===== config.mk =====
export PLATFORM = sky130hd
export DESIGN_NAME = frame_readout
export DESIGN_NICKNAME = d
export VERILOG_FILES = /design/src/rtl/frame_readout_pkg.sv /design/src/rtl/rgb444_expand.sv /design/src/rtl/frame_readout.sv
export SDC_FILE = /design/constraint.sdc
export NUM_CORES = 1
export LEC_CHECK = 0
export BUFFER_PORTS_ARGS = -buffer_cell sky130_fd_sc_hd__clkbuf_2
export CORE_MARGIN = 2
export CORE_UTILIZATION = 47
export DETAILED_ROUTE_END_ITERATION = 6
export PLACE_DENSITY = 0.77
export SYNTH_ARGS = -nofsm -noshare
export SYNTH_HDL_FRONTEND = slang
export SYNTH_HIERARCHICAL = 1
export SYNTH_SLANG_ARGS = --single-unit

===== constraint.sdc =====
create_clock -name clk50 -period 2.1 [get_ports clk50]
set_input_delay 0.42 -clock clk50 [delete_from_list [all_inputs] [get_ports clk50]]
set_output_delay 0.42 -clock clk50 [all_outputs]
set_load 0.03 [all_outputs]

===== src/rtl/frame_readout_pkg.sv =====
// Shared constants, sequencer states and RGB444 channel expansion for frame_readout.
package frame_readout_pkg;

    localparam int PIX_IN_W  = 12;
    localparam int PIX_OUT_W = 24;

    typedef enum logic [1:0] {
        IDLE  = 2'd0,
        FETCH = 2'd1,
        READY = 2'd2
    } state_e;

    // mode 1 replicates the nibble so full scale maps to full scale; mode 0 zero-fills
    function automatic logic [7:0] expand_chan(input logic [3:0] c, input logic mode);
        return mode ? {c, c} : {c, 4'h0};
    endfunction

endpackage


===== src/rtl/rgb444_expand.sv =====
// Combinational RGB444 -> RGB888 expansion of one pixel; zero latency, no flow control.
module rgb444_expand
    import frame_readout_pkg::*;
#(
    parameter int EXPAND_MODE = 1
) (
    input  logic [PIX_IN_W-1:0]  pix_i,
    output logic [PIX_OUT_W-1:0] pix_o
);

    localparam logic MODE = (EXPAND_MODE != 0);

    assign pix_o = {expand_chan(pix_i[11:8], MODE),
                    expand_chan(pix_i[7:4],  MODE),
                    expand_chan(pix_i[3:0],  MODE)};

endmodule


===== src/rtl/frame_readout.sv =====
// Frame read-out sequencer: walks the frame one BRAM word per read_enable while frozen.
// Word valid BRAM_LATENCY+2 cycles after an accept; read_enable outside READY never advances.
module frame_readout
    import frame_readout_pkg::*;
#(
    parameter int PIX_PER_WORD = 4,
    parameter int FRAME_WORDS  = 76800,
    parameter int ADDR_W       = 17,
    parameter int BRAM_LATENCY = 2,
    parameter int EXPAND_MODE  = 1
) (
    input  logic                              clk50,
    input  logic                              rst,
    input  logic                              freeze,
    input  logic                              read_enable,
    output logic [ADDR_W-1:0]                 bram_addr,
    input  logic [PIX_IN_W*PIX_PER_WORD-1:0]  bram_dout,
    output logic [PIX_OUT_W*PIX_PER_WORD-1:0] pix_data,
    output logic                              pix_valid,
    output logic [ADDR_W-1:0]                 word_idx,
    output logic                              frame_done,
    output logic [7:0]                        frame_count,
    output logic                              overrun
);

    localparam int               OUT_W     = PIX_OUT_W * PIX_PER_WORD;
    localparam logic [2:0]       LAT       = 3'(BRAM_LATENCY);
    localparam logic [ADDR_W-1:0] LAST_ADDR = ADDR_W'(FRAME_WORDS - 1);

    state_e             state_q, state_d;
    logic [2:0]         wait_q, wait_d;
    logic [ADDR_W-1:0]  addr_q, addr_d;
    logic [ADDR_W-1:0]  idx_q, idx_d;
    logic [OUT_W-1:0]   pix_q, pix_d;
    logic               valid_q, valid_d;
    logic               done_q, done_d;
    logic [7:0]         fcnt_q, fcnt_d;
    logic               ovr_q, ovr_d;
    logic [OUT_W-1:0]   expanded;

    for (genvar p = 0; p < PIX_PER_WORD; p++) begin : g_pix
        rgb444_expand #(
            .EXPAND_MODE(EXPAND_MODE)
        ) u_expand (
            .pix_i(bram_dout[PIX_IN_W*(PIX_PER_WORD-p)-1 -: PIX_IN_W]),
            .pix_o(expanded[PIX_OUT_W*(PIX_PER_WORD-p)-1 -: PIX_OUT_W])
        );
    end

    always_comb begin
        state_d = state_q;
        wait_d  = wait_q;
        addr_d  = addr_q;
        idx_d   = idx_q;
        pix_d   = pix_q;
        valid_d = valid_q;
        done_d  = 1'b0;
        fcnt_d  = fcnt_q;
        ovr_d   = ovr_q;
        // Losing freeze abandons the frame outright, even mid-accept
        if (!freeze) begin
            state_d = IDLE;
            addr_d  = '0;
            idx_d   = '0;
            valid_d = 1'b0;
            ovr_d   = 1'b0;
        end else begin
            case (state_q)
                IDLE: begin
                    state_d = FETCH;
                    wait_d  = LAT;
                end
                FETCH: begin
                    if (read_enable) begin
                        ovr_d = 1'b1;
                    end
                    if (wait_q == 3'd0) begin
                        state_d = READY;
                        valid_d = 1'b1;
                        pix_d   = expanded;
                        idx_d   = addr_q;
                    end else begin
                        wait_d = wait_q - 3'd1;
                    end
                end
                READY: begin
                    if (read_enable) begin
                        state_d = FETCH;
                        wait_d  = LAT;
                        valid_d = 1'b0;
                        if (addr_q == LAST_ADDR) begin
                            addr_d = '0;
                            done_d = 1'b1;
                            fcnt_d = fcnt_q + 8'd1;
                        end else begin
                            addr_d = addr_q + 1'b1;
                        end
                    end
                end
                default: state_d = IDLE;
            endcase
        end
    end

    always_ff @(posedge clk50) begin
        if (rst) begin
            state_q <= IDLE;
            wait_q  <= '0;
            addr_q  <= '0;
            idx_q   <= '0;
            pix_q   <= '0;
            valid_q <= 1'b0;
            done_q  <= 1'b0;
            fcnt_q  <= '0;
            ovr_q   <= 1'b0;
        end else begin
            state_q <= state_d;
            wait_q  <= wait_d;
            addr_q  <= addr_d;
            idx_q   <= idx_d;
            pix_q   <= pix_d;
            valid_q <= valid_d;
            done_q  <= done_d;
            fcnt_q  <= fcnt_d;
            ovr_q   <= ovr_d;
        end
    end

    assign bram_addr   = addr_q;
    assign pix_data    = pix_q;
    assign pix_valid   = valid_q;
    assign word_idx    = idx_q;
    assign frame_done  = done_q;
    assign frame_count = fcnt_q;
    assign overrun     = ovr_q;

endmodule


==> metrics.txt <==
# TYPE chip_impl_metric gauge
chip_impl_info{name="run_status",value="finished, final reports clean"} 1
chip_impl_info{name="min_path_type",value="in2reg"} 1
chip_impl_metric{name="final_hold_viol_count",unit=""} 0
chip_impl_metric{name="numClockSinks",unit=""} 146
chip_impl_metric{name="overflow",unit=""} 0
chip_impl_metric{name="grt_max_degree",unit=""} 109
chip_impl_metric{name="antenna_found_initial",unit=""} 0
chip_impl_info{name="r2r-start",value="bram_addr[0]$_SDFFE_PP0N_"} 1
chip_impl_metric{name="cp_data_required_time",unit="ns"} 2.44
chip_impl_metric{name="vias",unit=""} 5183
chip_impl_info{name="synth_largest_area_cell",value="sky130_fd_sc_hd__dfxtp_1"} 1
chip_impl_metric{name="post_synthesis_area_per_instance",unit="µm²"} 7.93
chip_impl_metric{name="first_global_vias",unit=""} 4755
chip_impl_info{name="crit_path_top_delay_cell",value="sky130_fd_sc_hd__or4_4"} 1
chip_impl_metric{name="post-route-util",unit=""} 0.577
chip_impl_metric{name="clk_pin_slew",unit="ns"} 0.06
chip_impl_metric{name="synthCells",unit=""} 774
chip_impl_info{name="yosys_most_used_dff",value="sky130_fd_sc_hd__dfxtp_1"} 1
chip_impl_metric{name="nets",unit=""} 919
chip_impl_metric{name="timing.setup.tns",unit="ns"} 0
chip_impl_metric{name="yosysSeqAreaShare",unit=""} 0.476
chip_impl_metric{name="final_instance_area",unit="µm²"} 7310
chip_impl_info{name="min-delay-start",value="bram_dout[2]"} 1
chip_impl_metric{name="areaGrowthSynthToFinish",unit="%"} 19.1
chip_impl_metric{name="initial_utilization",unit=""} 0.485
chip_impl_metric{name="timing.reg2reg.worst_path_depth",unit=""} 5
chip_impl_info{name="cp_cell_sequence",value="ha_1 -> nand3_2 -> or4_4 -> or4_1 -> a21oi_1"} 1
chip_impl_metric{name="yosys.area.top_type_share",unit=""} 0.476
chip_impl_metric{name="placed_cell_area",unit="µm²"} 6610
chip_impl_metric{name="synth.yosys.warnings",unit=""} 6
chip_impl_metric{name="height_of_the_die",unit="µm"} 118
chip_impl_metric{name="ys_ff_latch",unit=""} 146
chip_impl_metric{name="power_leakage",unit="nW"} 2.95
chip_impl_info{name="post_synth_main_area_contributors",value="sky130_fd_sc_hd__dfxtp_1 48%, sky130_fd_sc_hd__nand2_1 15%, sky130_fd_sc_hd__buf_4 12%"} 1
chip_impl_metric{name="coreArea",unit="µm²"} 12700
chip_impl_metric{name="skew",unit="ns"} 0.00785
chip_impl_metric{name="maxcap_violations",unit=""} 0
chip_impl_metric{name="setup_ws",unit="ns"} 0.0999
chip_impl_metric{name="antenna_cells",unit=""} 0
chip_impl_metric{name="route.final.wire_length",unit="mm"} 14.0
chip_impl_metric{name="p_total",unit="mW"} 6.64
chip_impl_metric{name="finalHoldWorstSlack",unit="ns"} 0.236
chip_impl_info{name="critical_path.startpoint",value="bram_addr[0]$_SDFFE_PP0N_"} 1
chip_impl_metric{name="grt_first_pass_wirelength",unit="mm"} 22.5
chip_impl_metric{name="post-dp-hpwl",unit="mm"} 9.05
chip_impl_info{name="tritoncts",value="done"} 1
chip_impl_metric{name="fin_crit",unit="ns"} 2.00
chip_impl_metric{name="port-buffer-count",unit=""} 192
chip_impl_metric{name="crit_path_max_fanout",unit=""} 18
chip_impl_metric{name="netlist-cell-type-count",unit=""} 37
chip_impl_metric{name="cts_buffer_depth",unit=""} 2
chip_impl_metric{name="final_standard_cell_count_with_taps_included_and_fillers_excluded",unit=""} 1048
chip_impl_metric{name="routed_via_count_divided_by_cell_count",unit=""} 4.95
chip_impl_metric{name="cellPowerDensity",unit="nW/µm²"} 909
chip_impl_metric{name="post_synth_instance_area",unit="µm²"} 6140
chip_impl_metric{name="route.detailed.wl_per_inst",unit="µm"} 13.3
chip_impl_info{name="worst_setup_path_start_kind",value="flip-flop"} 1
chip_impl_metric{name="number_of_h_tree_levels",unit=""} 4
chip_impl_metric{name="report.final.setup_viol",unit=""} 0
chip_impl_metric{name="whs_path_depth",unit=""} 3
chip_impl_metric{name="ff_to_ff_setup_slack",unit="ns"} 0.1
chip_impl_info{name="clock_tree.root_cell",value="sky130_fd_sc_hd__clkbuf_16"} 1
chip_impl_metric{name="remaining_drc_errors",unit=""} 0
chip_impl_metric{name="dpl_cells",unit=""} 1014
chip_impl_metric{name="power.ir.vdd_worst",unit="V"} 0.000700
chip_impl_metric{name="synthesis.nets",unit=""} 830
chip_impl_metric{name="detailedPlace.worstSlack",unit="ns"} 0.00287
chip_impl_metric{name="die_width",unit="µm"} 118
chip_impl_metric{name="async_reset_ff_frac",unit=""} 0
chip_impl_metric{name="die-area",unit="µm²"} 14000
chip_impl_info{name="worst_setup_path_endpoint",value="frame_count[5]$_SDFFE_PP0P_"} 1
chip_impl_metric{name="globalRouteTotalUtil",unit=""} 0.197
chip_impl_metric{name="delay_contributed_by_the_slowest_stage_of_the_critical_path",unit="ns"} 0.61
chip_impl_info{name="unrepaired_setup_endpoints_after_global_routing",value="false"} 1
chip_impl_metric{name="floorplan.io_pins",unit=""} 193
chip_impl_metric{name="row_count",unit=""} 41
chip_impl_metric{name="routabilityCongestion",unit=""} 0.786
chip_impl_metric{name="tightestPinTransition",unit="ns"} 0.596
chip_impl_info{name="r2r_end",value="frame_count[5]$_SDFFE_PP0P_"} 1
chip_impl_metric{name="synth-edff-count",unit=""} 0
chip_impl_info{name="timing_worst_setup_path_type",value="reg2reg"} 1
chip_impl_metric{name="final_max_slew_viol_count",unit=""} 0
chip_impl_metric{name="maxClockFrequency",unit="GHz"} 0.500
chip_impl_metric{name="cp.arrival",unit="ns"} 2.34
chip_impl_metric{name="clkLatencyLatePin",unit="ns"} 0.41
chip_impl_metric{name="first_pass_drt_iterations",unit=""} 4
chip_impl_metric{name="finalCritPeriodShare",unit=""} 0.952
chip_impl_metric{name="layout-drive-gt1-share",unit=""} 0.290
chip_impl_metric{name="cts_made_buffers",unit=""} 17
chip_impl_info{name="worstSetupEndpointType",value="flip-flop"} 1
chip_impl_metric{name="drt.antenna.violating_nets",unit=""} 0
chip_impl_metric{name="cts_hold_buf",unit=""} 0
chip_impl_metric{name="detail_route.iter0.violations",unit=""} 410
chip_impl_metric{name="slew-limit-headroom",unit=""} 0.602
area by class of cell:
cell class                      instances  area [µm²]
Clock buffer                           21         492
Inverter                                6        22.5
Fill cell                            1197        5360
Sequential cell                       146        2930
Clock inverter                         11         170
Timing Repair Buffer                  210        1150
Tap cell                              172         215
Multi-Input combinational cell        482        2330
flip-flops by register name, summed over array words and instances (netlist names), 2 cells and up:
signal       count
word_idx        17
bram_addr       17
pix_data        96
wait_q           3
state_q          2
frame_count      8
cell families (layout without fill, tap and decap cells):
family | count (synthesis) | in the layout | synth area share
XOR/XNOR | 9 | 9 | 0.0128
buffers and inverters | 148 | 248 | 0.152
flip-flops | 146 | 146 | 0.476
AO/OA/AOI/OAI | 153 | 153 | 0.131
adder cells (fa/ha/maj) | 4 | 4 | 0.00815
multiplexers | 1 | 1 | 0.00163
AND/OR/NAND/NOR | 313 | 315 | 0.219
synth_stat cells (5+ instances only):
library cell                 n
sky130_fd_sc_hd__nor2_1     18
sky130_fd_sc_hd__or3_1       6
sky130_fd_sc_hd__clkbuf_1   37
sky130_fd_sc_hd__or4_1      10
sky130_fd_sc_hd__nand3_1     7
sky130_fd_sc_hd__xnor2_1     7
sky130_fd_sc_hd__dfxtp_1   146
sky130_fd_sc_hd__nand2_1   239
sky130_fd_sc_hd__inv_1       6
sky130_fd_sc_hd__o21ai_0     5
sky130_fd_sc_hd__o31ai_1    11
sky130_fd_sc_hd__nand4_1     7
sky130_fd_sc_hd__buf_1       6
sky130_fd_sc_hd__a21oi_1   133
sky130_fd_sc_hd__buf_4      96
power breakdown:
part | total, mW | switching [mW] | leakage, nW | internal [mW]
Clock | 3.31 | 1.15 | 0.329 | 2.16
Combinational | 0.474 | 0.326 | 1.44 | 0.147
Sequential | 2.86 | 0.0318 | 1.18 | 2.83
Total | 6.64 | 1.51 | 2.95 | 5.14
worst min path at each step:
stage | to | slack (ns)
4_1_cts | pix_data[6]$_SDFFE_PP0P_ | 0.21
3_5_place_dp | word_idx[4]$_SDFFE_PP0P_ | 0.45
6_report | pix_data[6]$_SDFFE_PP0P_ | 0.24
5_1_grt | pix_data[85]$_SDFFE_PP0P_ | 0.22
3_3_place_gp | pix_data[63]$_SDFFE_PP0P_ | 0.44
2_1_floorplan | wait_q[0]$_SDFFE_PP0P_ | 0.44
worst max-delay path: cells and delay by family (launching register included):
family	cells	cell delay, ns
AOI/OAI and AO/OA	1	0.16
adders and majority gates	1	0.19
DFF	1	0.38
and+or+nand+nor	3	1.21
cells in the final DEF, fill, tap and decap left out, types with 4 or more instances in the layout:
cell type                   synthesis  routed
sky130_fd_sc_hd__a21oi_1          133     133
sky130_fd_sc_hd__buf_12             0       4
sky130_fd_sc_hd__buf_4             96      15
sky130_fd_sc_hd__bufinv_16          0       4
sky130_fd_sc_hd__clkbuf_16          0      18
sky130_fd_sc_hd__clkbuf_2           0     191
sky130_fd_sc_hd__dfxtp_1          146     143
sky130_fd_sc_hd__ha_1               4       4
sky130_fd_sc_hd__inv_1              6       6
sky130_fd_sc_hd__nand2_1          239     237
sky130_fd_sc_hd__nand3_1            7       7
sky130_fd_sc_hd__nand4_1            7       7
sky130_fd_sc_hd__nor2_1            18      18
sky130_fd_sc_hd__nor2b_1            4       4
sky130_fd_sc_hd__o21ai_0            5       5
sky130_fd_sc_hd__o31ai_1           11      11
sky130_fd_sc_hd__or3_1              6       5
sky130_fd_sc_hd__or4_1             10      10
sky130_fd_sc_hd__xnor2_1            7       7
metal layers:
| metal | share of wire | routed length [µm] | GRT usage | vias up |
|---|---|---|---|---|
| met5 | 0 | 0 | 0 | - |
| met4 | 0.015 | 206 | 0.0791 | 0 |
| met3 | 0.077 | 1080 | 0.0763 | 18 |
| met2 | 0.47 | 6500 | 0.312 | 148 |
| met1 | 0.44 | 6170 | 0.239 | 2374 |
| li1 | - | - | - | 2643 |
timing repair:
item	in CTS	in global routing
buffers inserted	0	0
resized for setup	0	4
hold endpoints to repair	0	0
endpoints found under the setup margin	0	102
Power figures use the tool's default switching activity.
